<file path="src/rtl/mem_access_unit_if.sv">
// Bundle of the pipeline request/response handshake and the word-RAM port for mem_access_unit.
// The master side is the pipeline plus RAM; the slave side is the access unit.
interface mem_access_unit_if;
    logic        req_valid;
    logic        req_ready;
    logic        req_we;
    logic [1:0]  req_size;
    logic        req_unsigned;
    logic [31:0] req_addr;
    logic [31:0] req_wdata;
    logic        resp_valid;
    logic [31:0] resp_rdata;
    logic        resp_err;
    logic        ram_we;
    logic [31:0] ram_addr;
    logic [31:0] ram_din;
    logic [31:0] ram_dout;

    modport master (
        output req_valid, req_we, req_size, req_unsigned, req_addr, req_wdata, ram_dout,
        input  req_ready, resp_valid, resp_rdata, resp_err, ram_we, ram_addr, ram_din
    );

    modport slave (
        input  req_valid, req_we, req_size, req_unsigned, req_addr, req_wdata, ram_dout,
        output req_ready, resp_valid, resp_rdata, resp_err, ram_we, ram_addr, ram_din
    );
endinterface

</file>
<file path="src/rtl/mem_access_unit.sv">
// MEM-stage load/store unit in front of a word-wide RAM with one-cycle read latency.
// Define MEM_ACCESS_UNIT_SUBWORD_EN to enable byte/half loads and read-modify-write stores.
module mem_access_unit (
    input  logic              clk,
    input  logic              rst_n,
    mem_access_unit_if.slave  bus
);
    localparam logic [2:0] ST_IDLE = 3'd0;
    localparam logic [2:0] ST_RD   = 3'd1;
    localparam logic [2:0] ST_RDW  = 3'd2;
    localparam logic [2:0] ST_WR   = 3'd3;
    localparam logic [2:0] ST_RESP = 3'd4;

    logic [2:0]  state_r;
    logic [2:0]  state_nxt_s;
    logic        accept_s;
    logic        req_err_s;
    logic        store_word_s;
    logic [31:0] load_data_s;
    logic [31:0] ram_addr_r;
    logic [31:0] ram_din_r;
    logic [31:0] resp_rdata_r;
    logic        resp_err_r;

`ifdef MEM_ACCESS_UNIT_SUBWORD_EN
    logic        we_r;
    logic [1:0]  size_r;
    logic        uns_r;
    logic [1:0]  lane_r;
    logic [15:0] wdata_r;

    // Lane 0 is the least significant byte; a half lane starts at byte 0 or 2.
    function automatic logic [31:0] lane_extract(input logic [31:0] word, input logic [1:0] size,
                                                 input logic [1:0] lane, input logic uns);
        logic [31:0] sh;
        logic [31:0] res;
        sh = word >> {lane, 3'b000};
        case (size)
            2'b00:   res = {{24{~uns & sh[7]}}, sh[7:0]};
            2'b01:   res = {{16{~uns & sh[15]}}, sh[15:0]};
            default: res = word;
        endcase
        return res;
    endfunction

    function automatic logic [31:0] lane_merge(input logic [31:0] old, input logic [15:0] wdata,
                                               input logic [1:0] size, input logic [1:0] lane);
        logic [31:0] mask;
        logic [31:0] ins;
        case (size)
            2'b00:   mask = 32'h0000_00FF << {lane, 3'b000};
            2'b01:   mask = 32'h0000_FFFF << {lane, 3'b000};
            default: mask = 32'h0000_0000;
        endcase
        ins = {16'h0000, wdata} << {lane, 3'b000};
        return (old & ~mask) | (ins & mask);
    endfunction
`endif

    // Request acceptance and alignment/size legality decode.
    always_comb begin
        accept_s = bus.req_valid && (state_r == ST_IDLE);
`ifdef MEM_ACCESS_UNIT_SUBWORD_EN
        case (bus.req_size)
            2'b00:   req_err_s = 1'b0;
            2'b01:   req_err_s = bus.req_addr[0];
            2'b10:   req_err_s = (bus.req_addr[1:0] != 2'b00);
            default: req_err_s = 1'b1;
        endcase
        store_word_s = bus.req_we && (bus.req_size == 2'b10);
`else
        req_err_s    = (bus.req_size != 2'b10) || (bus.req_addr[1:0] != 2'b00);
        store_word_s = bus.req_we;
`endif
    end

    // Next-state logic; sub-word stores read first, then write the merged word.
    always_comb begin
        state_nxt_s = state_r;
        case (state_r)
            ST_IDLE: begin
                if (!accept_s) begin
                    state_nxt_s = ST_IDLE;
                end else if (req_err_s) begin
                    state_nxt_s = ST_RESP;
                end else if (store_word_s) begin
                    state_nxt_s = ST_WR;
                end else begin
                    state_nxt_s = ST_RD;
                end
            end
            ST_RD:   state_nxt_s = ST_RDW;
`ifdef MEM_ACCESS_UNIT_SUBWORD_EN
            ST_RDW:  state_nxt_s = we_r ? ST_WR : ST_RESP;
`else
            ST_RDW:  state_nxt_s = ST_RESP;
`endif
            ST_WR:   state_nxt_s = ST_RESP;
            ST_RESP: state_nxt_s = ST_IDLE;
            default: state_nxt_s = ST_IDLE;
        endcase
    end

    // Load result formatting from the word returned by the RAM.
    always_comb begin
`ifdef MEM_ACCESS_UNIT_SUBWORD_EN
        load_data_s = lane_extract(bus.ram_dout, size_r, lane_r, uns_r);
`else
        load_data_s = bus.ram_dout;
`endif
    end

    // FSM state register.
    always_ff @(posedge clk or negedge rst_n) begin
        if (!rst_n) begin
            state_r <= ST_IDLE;
        end else begin
            state_r <= state_nxt_s;
        end
    end

`ifdef MEM_ACCESS_UNIT_SUBWORD_EN
    // Request fields needed after acceptance for extraction and merge.
    always_ff @(posedge clk or negedge rst_n) begin
        if (!rst_n) begin
            we_r    <= 1'b0;
            size_r  <= 2'b00;
            uns_r   <= 1'b0;
            lane_r  <= 2'b00;
            wdata_r <= 16'h0000;
        end else if (accept_s) begin
            we_r    <= bus.req_we;
            size_r  <= bus.req_size;
            uns_r   <= bus.req_unsigned;
            lane_r  <= bus.req_addr[1:0];
            wdata_r <= bus.req_wdata[15:0];
        end
    end
`endif

    // RAM port and response registers; response fields only change on entry to RESP.
    always_ff @(posedge clk or negedge rst_n) begin
        if (!rst_n) begin
            ram_addr_r   <= 32'h0000_0000;
            ram_din_r    <= 32'h0000_0000;
            resp_rdata_r <= 32'h0000_0000;
            resp_err_r   <= 1'b0;
        end else begin
            case (state_r)
                ST_IDLE: begin
                    if (accept_s) begin
                        if (req_err_s) begin
                            resp_rdata_r <= 32'h0000_0000;
                            resp_err_r   <= 1'b1;
                        end else begin
                            ram_addr_r <= {2'b00, bus.req_addr[31:2]};
                            if (store_word_s) begin
                                ram_din_r <= bus.req_wdata;
                            end
                        end
                    end
                end
                ST_RDW: begin
`ifdef MEM_ACCESS_UNIT_SUBWORD_EN
                    if (we_r) begin
                        ram_din_r <= lane_merge(bus.ram_dout, wdata_r, size_r, lane_r);
                    end else begin
                        resp_rdata_r <= load_data_s;
                        resp_err_r   <= 1'b0;
                    end
`else
                    resp_rdata_r <= load_data_s;
                    resp_err_r   <= 1'b0;
`endif
                end
                ST_WR: begin
                    resp_rdata_r <= 32'h0000_0000;
                    resp_err_r   <= 1'b0;
                end
                default: begin
                end
            endcase
        end
    end

    assign bus.req_ready  = (state_r == ST_IDLE);
    assign bus.resp_valid = (state_r == ST_RESP);
    assign bus.ram_we     = (state_r == ST_WR);
    assign bus.ram_addr   = ram_addr_r;
    assign bus.ram_din    = ram_din_r;
    assign bus.resp_rdata = resp_rdata_r;
    assign bus.resp_err   = resp_err_r;
endmodule

</file>
<file path="src/flat_wrapper.sv">
// flat-port wrapper written by rule: the top's interface ports become plain ports
module mem_access_unit_flat 
  (clk, rst_n, bus_req_valid, bus_req_we, bus_req_size, bus_req_unsigned, bus_req_addr, bus_req_wdata, bus_ram_dout, bus_req_ready, bus_resp_valid, bus_resp_rdata, bus_resp_err, bus_ram_we, bus_ram_addr, bus_ram_din);
  mem_access_unit_if bus_i ();
  input  logic clk;
  input  logic rst_n;
  input wire logic [$bits(bus_i.req_valid)-1:0] bus_req_valid;
  input wire logic [$bits(bus_i.req_we)-1:0] bus_req_we;
  input wire logic [$bits(bus_i.req_size)-1:0] bus_req_size;
  input wire logic [$bits(bus_i.req_unsigned)-1:0] bus_req_unsigned;
  input wire logic [$bits(bus_i.req_addr)-1:0] bus_req_addr;
  input wire logic [$bits(bus_i.req_wdata)-1:0] bus_req_wdata;
  input wire logic [$bits(bus_i.ram_dout)-1:0] bus_ram_dout;
  output wire logic [$bits(bus_i.req_ready)-1:0] bus_req_ready;
  output wire logic [$bits(bus_i.resp_valid)-1:0] bus_resp_valid;
  output wire logic [$bits(bus_i.resp_rdata)-1:0] bus_resp_rdata;
  output wire logic [$bits(bus_i.resp_err)-1:0] bus_resp_err;
  output wire logic [$bits(bus_i.ram_we)-1:0] bus_ram_we;
  output wire logic [$bits(bus_i.ram_addr)-1:0] bus_ram_addr;
  output wire logic [$bits(bus_i.ram_din)-1:0] bus_ram_din;
  assign bus_i.req_valid = bus_req_valid;
  assign bus_i.req_we = bus_req_we;
  assign bus_i.req_size = bus_req_size;
  assign bus_i.req_unsigned = bus_req_unsigned;
  assign bus_i.req_addr = bus_req_addr;
  assign bus_i.req_wdata = bus_req_wdata;
  assign bus_i.ram_dout = bus_ram_dout;
  assign bus_req_ready = bus_i.req_ready;
  assign bus_resp_valid = bus_i.resp_valid;
  assign bus_resp_rdata = bus_i.resp_rdata;
  assign bus_resp_err = bus_i.resp_err;
  assign bus_ram_we = bus_i.ram_we;
  assign bus_ram_addr = bus_i.ram_addr;
  assign bus_ram_din = bus_i.ram_din;
  mem_access_unit u_core (.clk(clk), .rst_n(rst_n), .bus(bus_i));
endmodule
</file>
<file path="config.mk">
export PLATFORM = sky130hd
export DESIGN_NAME = mem_access_unit_flat
export DESIGN_NICKNAME = d
export VERILOG_FILES = /design/src/rtl/mem_access_unit_if.sv /design/src/rtl/mem_access_unit.sv /design/src/flat_wrapper.sv
export SDC_FILE = /design/constraint.sdc
export NUM_CORES = 1
export LEC_CHECK = 0
export ABC_CLOCK_PERIOD_IN_PS = 3100
export BUFFER_PORTS_ARGS = -buffer_cell sky130_fd_sc_hd__buf_2
export CAP_MARGIN = 15
export CORE_MARGIN = 1.5
export CORE_UTILIZATION = 35
export DETAILED_ROUTE_END_ITERATION = 16
export PLACE_DENSITY = 0.7
export SLEW_MARGIN = 15
export SYNTH_ARGS = -nofsm -noshare
export SYNTH_HDL_FRONTEND = slang
export SYNTH_SLANG_ARGS = --single-unit
</file>
<file path="constraint.sdc">
create_clock -name clk -period 3.1 [get_ports clk]
set_input_delay 0.31 -clock clk [delete_from_list [all_inputs] [get_ports clk]]
set_output_delay 0.31 -clock clk [all_outputs]
set_load 0.02 [all_outputs]
</file>
# ---- Yosys cells after proc, flatten, opt, wreduce, memory -nomap -nowiden
# Index checks and enable logic that the tools add are counted.
dict set report word_totals {
  reg_bits 98
  wordCells 34
}
dict set report op_classes {
  eq_ne 7
  mux 10
  bitwise_logic 1
  n_reduce_logical 11
}
# cell count
set op_table {}
lappend op_table {{$pmux 32 s3} 1}
lappend op_table {{$mux 32} 2}
lappend op_table {{$pmux 3 s3} 1}
lappend op_table {{$reduce_and 3->1} 3}
lappend op_table {{$eq 3x2->1 const B} 2}
lappend op_table {{$mux 3} 2}
lappend op_table {{$ne 2x1->1 const B} 2}
lappend op_table {{$reduce_and 4->1} 1}
lappend op_table {{$reduce_bool 2->1} 2}
lappend op_table {{$eq 3x1->1 const B} 1}
lappend op_table {{$eq 3x3->1 const B} 1}
lappend op_table {{$logic_not 3->1} 1}
lappend op_table {{$reduce_bool 3->1} 1}
lappend op_table {{$mux 1} 2}
lappend op_table {{$mux 2} 1}
lappend op_table {{$ne 2x2->1 const B} 1}
lappend op_table {{$pmux 1 s2} 1}
lappend op_table {{$reduce_or 2->1} 1}
lappend op_table {{$logic_and 1x1->1} 1}
lappend op_table {{$logic_or 1x1->1} 1}
lappend op_table {{$not 1->1} 1}

# ---- Longest topological paths before layout
# Gate-level depths: netlist of run 1.
dict set report logic_depth {
  ltp_word 5
  ltp_mapped 6
  mapped_depth_nobuf 3
}

# ---- Worst setup path after synthesis of run 1
# OpenSTA, ideal clock, no wires.
dict set report synth_path {
  kind {reg2reg}
  start {reg u_core.state_r[0]}
  end {reg u_core.ram_din_r[10] (netlist: u_core.bus.ram_din[10])}
  t_arrival_ps 1514
  required_ps 2975
  slack_ps 1461
  path_stages_with_launch 6
  period_less_slack_ps 1639
  cell_sequence {dfrtp_1 -> buf_2 -> nor3_4 -> nand4_4 -> buf_6 -> mux2_4}
}
dict set report synth_between {
  elab_chain_len 3
}
# element line
set synth_rtl {}
lappend synth_rtl {{start, declared} mem_access_unit.sv:14} ;# logic [2:0] state_r;
lappend synth_rtl {{start signal, assigned} mem_access_unit.sv:118} ;# state_r <= state_nxt_s;
lappend synth_rtl {{$logic_not 3->1 (*)} n/a}
lappend synth_rtl {{net bus_req_ready} flat_wrapper.sv:14} ;# output wire logic [$bits(bus_i.req_ready)-1:0] bus_req_ready;
lappend synth_rtl {{$logic_and 1x1->1} mem_access_unit.sv:62} ;# accept_s = bus.req_valid && (state_r == ST_IDLE);
lappend synth_rtl {{$reduce_and 4->1 (no line) (*)} n/a}
lappend synth_rtl {{end signal, assigned} mem_access_unit.sv:158} ;# ram_din_r <= bus.req_wdata;
lappend synth_rtl {{end, declared} mem_access_unit.sv:21} ;# logic [31:0] ram_din_r;
# Mark *: on every way through the listed nets, which the timed path passes. The rest lies on a longest branch.
# A chain may end at the register's enable or synchronous reset.

# ---- Worst setup path in the final report of run 1
dict set report layout_path {
  start {reg u_core.state_r[2]}
  end {reg u_core.ram_din_r[24] (netlist: u_core.bus.ram_din[24])}
}
dict set report layout_between {
  elab_chain_len 3
}
# element line
set layout_rtl {}
lappend layout_rtl {{$logic_not 3->1 (*)} {mem_access_unit.sv:62, mem_access_unit.sv:149}}
lappend layout_rtl {{$logic_and 1x1->1} mem_access_unit.sv:62}
lappend layout_rtl {{$reduce_and 4->1 (no line) (*)} n/a}
# Mark *: on every way between the ends. The rest lies on a longest branch, timed or not.

==> flow_summary.yaml, run 1 <==
power:
  p_seq_frac: 0.444
  p_leak_nw: 3.09
  p_clk_frac: 0.324
  power.share.combinational: 0.232
  switching_power_w: 0.00102
  vdd_ir_drop_max_v: 0.000389
  intPower_w: 0.00250
  swShare: 0.289
  p_per_area_nw_per_um2: 641
yosys:
  synth.top_cell.area_share: 0.597
  synth_top_area_cell: "dfrtp_1"
  synth_cells: 295
  yosysWarnings: 0
  ys_types: 23
  async_flop_share: 1.00
  avgSynthCellArea_um2: 13.9
  ys_seq_area_frac: 0.597
  synthTopCellsByArea: "dfrtp_1, mux2_4, mux2_2, o32ai_1, inv_1"
  ys_ff_latch: 98
  syn-cell-area_um2: 4110
  synth_edf_count: 0
  synth_flop_cell: "dfrtp_1"
floorplan:
  core_region_area_um2: 11400
  die_w_um: 111
  placementRows: 39
  initial_core_util: 0.360
  ios: 203
  die_area_um2: 12400
  die_y_um: 111
global_route:
  grt_pass1_vias: 3163
  grt.total_usage: 0.156
  antenna_found_initial: 0
  grt_max_degree: 61
  grt_pass1_wl_um: 15200
  grt_overflow_total: 0
worst_setup_path:
  worstPathCellList: "nor3_4 -> nand4_4 -> buf_4 -> mux2_4"
  worstPathMaxFanout: 20
  r2r-end: "u_core.bus.ram_din[24]$_DFFE_PN0P_"
  cp_slowest_cell: "nand4_4"
  reg2reg_from: "u_core.state_r[2]$_DFF_PN0_"
  cp-startpoint: "u_core.state_r[2]$_DFF_PN0_"
  cp_slowest_stage_delay_ps: 440
  required_ps: 3330
  worstSetupPathType: "reg -> reg"
  rr_worst_depth: 4
  endpoint: "u_core.bus.ram_din[24]$_DFFE_PN0P_"
  regToRegSetupSlack_ps: 1080
  cp.arrival_ps: 2250
  cp-start-kind: "flip-flop"
  cp-end-kind: "flip-flop"
clock_network:
  worstSkewPairLatency_ps: 340
  cts.clk_slew.worst_paths_ps: 70
  hold_buffers: 1
  clockBufferDepth: 2
  cts.sinks: 98
  cts_tree: "built"
  htree_levels: 3
  post_cts_resize_count: 0
  numCtsBuffers: 9
  cts_setup_buffers: 0
  cts_root_buf: "clkbuf_16"
layout:
  fillers: 1045
  drive_gt1_frac: 0.581
  diodes: 0
  area_growth_syn_to_layout_pct: 33.7
  final_nets: 592
  fin_area_um2: 5490
routing:
  remaining_drc_errors: 0
  via_count: 2945
  first_iter_violations: 151
  wire_per_inst_um: 14.6
  detail-route-antenna-nets: 0
  viasPerCell: 4.62
  finalWirelength_um: 9310
  firstDrtPassIters: 4
sta:
  finalSetupViolCount: 0
  max_freq_ghz: 0.495
  clock_skew_ps: 6.22
  hold_violations: 0
  fin_setup_tns_ps: 0
  relSlewSlack: 0.589
  rsz0062_at_grt: "no"
  worst_slew_pin_slew_ps: 617
  finalCritPeriodShare: 0.652
  post-route-min-period_ps: 2020
  setup_ws_ps: 1080
  final-max-slew-violation-count: 0
outcome:
  outcome: "finished, final reports clean"
place:
  place_ws_ps: 924
  place.gp.congestion: 0.744
  hpwlAfterDp_um: 6700
  io_buffers: 199
  post_dp_cell_area_um2: 5170
min_path:
  hold_path.class: "in -> reg"
flow_run:
  cap_violations: 0
cell families after synthesis:
| group | share of synthesized area |
|---|---|
| buffers and inverters | 0.0713 |
| other | 0.000913 |
| AOI/OAI and AO/OA | 0.0725 |
| DFF | 0.597 |
| muxes | 0.202 |
| and+or+nand+nor | 0.0558 |
power groups by stage:
stage	clock, W	sequential, W	combinational (W)
floorplan	0	0.00181	0.000267
global placement	0	0.00158	0.000810
detailed placement	0	0.00158	0.000830
CTS	0.00118	0.00157	0.000831
global route	0.00123	0.00159	0.000873
finish	0.00114	0.00156	0.000817
how the worst min path moves through the flow:
stage | start | endpoint | slack, ps | cells past startpoint
6_report | bus_req_wdata[20] | u_core.bus.ram_din[20]$_DFFE_PN0P_ | 200 | 2
3_5_place_dp | rst_n | u_core.bus.resp_rdata[12]$_DFFE_PN0P_ | 360 | 1
2_1_floorplan | rst_n | u_core.bus.ram_addr[0]$_DFFE_PN0P_ | 10 | 0
3_3_place_gp | rst_n | u_core.bus.resp_rdata[10]$_DFFE_PN0P_ | 350 | 1
4_1_cts | bus_req_wdata[20] | u_core.bus.ram_din[20]$_DFFE_PN0P_ | 180 | 2
5_1_grt | bus_req_wdata[20] | u_core.bus.ram_din[20]$_DFFE_PN0P_ | 180 | 2
flip-flops by register name, indices dropped and copies added (netlist names):
name	flops
u_core.state_r	3
u_core.bus.resp_rdata	32
u_core.bus.ram_din	32
u_core.bus.ram_addr	30
u_core.bus.resp_err	1
final cells by class:
cell class | instances | area [um^2] | area share
sequential | 98 | 2450 | 0.447
clock inverter | 4 | 50.0 | 0.00912
clock buffer | 12 | 256 | 0.0467
inverter | 34 | 128 | 0.0232
timing repair buffer | 205 | 1060 | 0.193
multi-input combinational | 141 | 1370 | 0.249
tap | 143 | 179 | 0.0326
through the flow:
stage	util	total power, W	hold WS, ps	instances
finish	0.481	0.00352	195	637
global route	0.481	0.00369	180	637
CTS	0.481	0.00357	179	637
detailed placement	0.453	0.00241	363	620
global placement	0.453	0.00239	354	620
floorplan	-	0.00208	14.4	296
routing by layer:
| metal | vias up | wire, um | track usage |
|---|---|---|---|
| met5 | - | 0 | 0 |
| met3 | 11 | 690 | 0.0443 |
| met2 | 129 | 4500 | 0.266 |
| met1 | 1415 | 3940 | 0.185 |
| met4 | 0 | 168 | 0.0658 |
| li1 | 1390 | - | - |
cells in the mapped netlist (all sizes together), types with 2 or more instances:
master / instances
dfrtp: 98
mux2: 62
inv: 34
nand2: 33
o32ai: 32
buf: 15
clkbuf: 8
nand2b: 2
critical path: cells and delay by family, from the launching register on:
kind | cells | cell delay, ps
flops | 1 | 420
buf+inv | 1 | 400
mux | 1 | 320
simple gates | 2 | 750
placed cells by master, fill, tap and decap left out:
cell type      count
clkinv_2           1
o21a_1             1
nand2_1           33
conb_1             2
inv_1             34
mux2_4            35
and3b_2            1
bufinv_16          1
o32ai_1           32
nand4_4            1
nand2b_2           1
buf_12             1
nor2_1             1
nor3b_1            1
mux2_2            27
dfrtp_1           98
o21ai_0            1
nand2b_1           1
clkbuf_8           2
a21oi_1            1
buf_2            198
dlygate4sd3_1      1
nor3_4             1
buf_4              5
clkbuf_1           1
clkbuf_16          9
nor4b_4            1
clkinvlp_4         2
nand3_2            1
No activity file was read; power rests on OpenSTA's default activity.
==> inputs of run 2 (changes only) <==
--- a/config.mk
+++ b/config.mk
@@ -5,7 +5,7 @@
 export SDC_FILE = /design/constraint.sdc
 export NUM_CORES = 1
 export LEC_CHECK = 0
-export ABC_CLOCK_PERIOD_IN_PS = 3100
+export ABC_CLOCK_PERIOD_IN_PS = 1900
 export BUFFER_PORTS_ARGS = -buffer_cell sky130_fd_sc_hd__buf_2
 export CAP_MARGIN = 15
 export CORE_MARGIN = 1.5
==> constraint.sdc (replaced) <==
create_clock -name clk -period 1.9 [get_ports clk]
set_input_delay 0.19 -clock clk [delete_from_list [all_inputs] [get_ports clk]]
set_output_delay 0.19 -clock clk [all_outputs]
set_load 0.02 [all_outputs]
==> run 2 against run 1 <==
  * Worst setup slack got worse by 820 ps
  * Fmax increased by 23%
  * Die area unchanged
  * Cell count increased by 0.63%
  * Core utilization increased by 0.27 points
  * Register-to-register slack got worse by 820 ps
  * Combinational power increased by 63%
  * Critical endpoint is now u_core.bus.resp_rdata[27]$_DFFE_PN0P_
  * Largest power group unchanged
==> flow_summary.yaml, run 2 (synthesis gave the netlist of run 1 again) <==
power:
  p_seq_frac: 0.445
  p_per_area_nw_per_um2: 1040
  intPower_w: 0.00408
  power.share.combinational: 0.233
  p_clk_frac: 0.322
  swShare: 0.288
  p_leak_nw: 3.12
  vdd_ir_drop_max_v: 0.000514
  switching_power_w: 0.00165
global_route:
  grt_max_degree: 52
  grt_overflow_total: 0
  grt_pass1_wl_um: 15000
  grt.total_usage: 0.154
  antenna_found_initial: 0
  grt_pass1_vias: 3048
layout:
  finalNonFillerCells: 641
  mostFrequentLayoutCells: "buf_2, dfrtp_1, mux2_4"
  diodes: 0
  final_nets: 596
  final_common_cell: "buf_2"
  drive_gt1_frac: 0.586
  area_growth_syn_to_layout_pct: 34.5
floorplan:
  placementRows: 39
  die_area_um2: 12400
  die_y_um: 111
  die_w_um: 111
  ios: 203
  core_region_area_um2: 11400
  initial_core_util: 0.360
clock_network:
  htree_levels: 3
  cts_setup_buffers: 0
  cts.clk_slew.worst_paths_ps: 70
  worstSkewPairLatency_ps: 340
  numCtsBuffers: 9
  cts_root_buf: "clkbuf_16"
  cts_tree: "built"
  clockBufferDepth: 2
  cts.sinks: 98
worst_setup_path:
  required_ps: 2090
  worstPathCellList: "nor3_4 -> and3b_4 -> o32ai_1"
  cp-start-kind: "flip-flop"
  cp_slowest_cell: "and3b_4"
  cp-end-kind: "flip-flop"
  worstPathMaxFanout: 33
  cp_top_family: "simple AND/OR/NAND/NOR gates"
  cp_slowest_stage_delay_ps: 520
  cp.arrival_ps: 1840
  cp.buffers_inverters: 0
  worstSetupPathType: "reg -> reg"
sta:
  clock_skew_ps: 4.60
  final-max-slew-violation-count: 0
  max_freq_ghz: 0.608
  post-route-min-period_ps: 1640
  fin_setup_tns_ps: 0
  finalSetupViolCount: 0
  rsz0062_at_grt: "no"
  finalCritPeriodShare: 0.866
  hold_violations: 0
  setup_ws_ps: 255
place:
  io_buffers: 199
  place.gp.congestion: 0.715
  hpwlAfterDp_um: 6860
  place_ws_ps: 82.8
  place_inst: 624
routing:
  firstDrtPassIters: 4
  detail-route-antenna-nets: 0
  remaining_drc_errors: 0
  first_iter_violations: 203
  viasPerCell: 4.60
  finalWirelength_um: 9280
  via_count: 2951
  wire_per_inst_um: 14.5
flow_run:
  cap_violations: 0
min_path:
  hold_path.class: "in -> reg"
outcome:
  outcome: "finished, final reports clean"
run 2: through the flow:
| stage | instance area [um^2] | hold WS (ps) | utilization | total power [W] |
|---|---|---|---|---|
| finish | 5520 | 73.6 | 0.484 | 0.00574 |
| global route | 5520 | 58.3 | 0.484 | 0.00602 |
| global placement | 5200 | 67.8 | 0.456 | 0.00390 |
| detailed placement | 5200 | 68.2 | 0.456 | 0.00394 |
| floorplan | 4110 | -106 | - | 0.00340 |
| CTS | 5520 | 53.7 | 0.483 | 0.00583 |
run 2: path summary, 6_finish.rpt:
| path | cells after the start | to | startpoint | slack [ps] |
|---|---|---|---|---|
| setup / recovery | 3 | u_core.bus.resp_rdata[27]$_DFFE_PN0P_ | u_core.state_r[2]$_DFF_PN0_ | 260 |
| hold / removal | 2 | u_core.bus.ram_din[12]$_DFFE_PN0P_ | bus_req_wdata[12] | 70 |
| setup reg to reg | 3 | u_core.bus.resp_rdata[27]$_DFFE_PN0P_ | u_core.state_r[2]$_DFF_PN0_ | 260 |
| hold reg to reg | 1 | u_core.bus.resp_err$_DFFE_PN0P_ | u_core.bus.resp_err$_DFFE_PN0P_ | 500 |
| max in group asynchronous | 3 | u_core.bus.ram_addr[14]$_DFFE_PN0P_ | rst_n | 1060 |
| min in group asynchronous | 2 | u_core.bus.resp_rdata[17]$_DFFE_PN0P_ | rst_n | 260 |
run 2: worst register-to-register path: stages (launching register included):
cell	delay, ps
dfrtp_1	430
nor3_4	350
and3b_4	520
o32ai_1	200
run 2: final cells by class:
cell class	instances	area, um^2
inverter	34	128
tap	143	179
fill	1033	5900
clock inverter	5	52.6
timing repair buffer	209	1090
multi-input combinational	141	1370
sequential	98	2450
clock buffer	11	253
run 2: metal layers:
metal  vias up  GRT usage  wire length (um)
met4         0     0.0709               181
met2       144      0.249              4380
met5         -          0                 0
met3        12     0.0399               719
li1       1400          -                 -
met1      1395      0.195              4000
run 2: repair_timing:
action                                  in CTS  in global routing
endpoints found under the setup margin       0                 32
resized for setup                            0                  1
hold buffers                                 1                  0
endpoints found under the hold margin       16                  0
run 2: power groups by stage:
stage | Sequential [W] | Combinational (W) | Clock (W)
final | 0.00255 | 0.00133 | 0.00185
after global routing | 0.00259 | 0.00143 | 0.00200
after CTS | 0.00256 | 0.00135 | 0.00192
after detailed placement | 0.00258 | 0.00135 | 0
after global placement | 0.00257 | 0.00133 | 0
after floorplan | 0.00296 | 0.000435 | 0
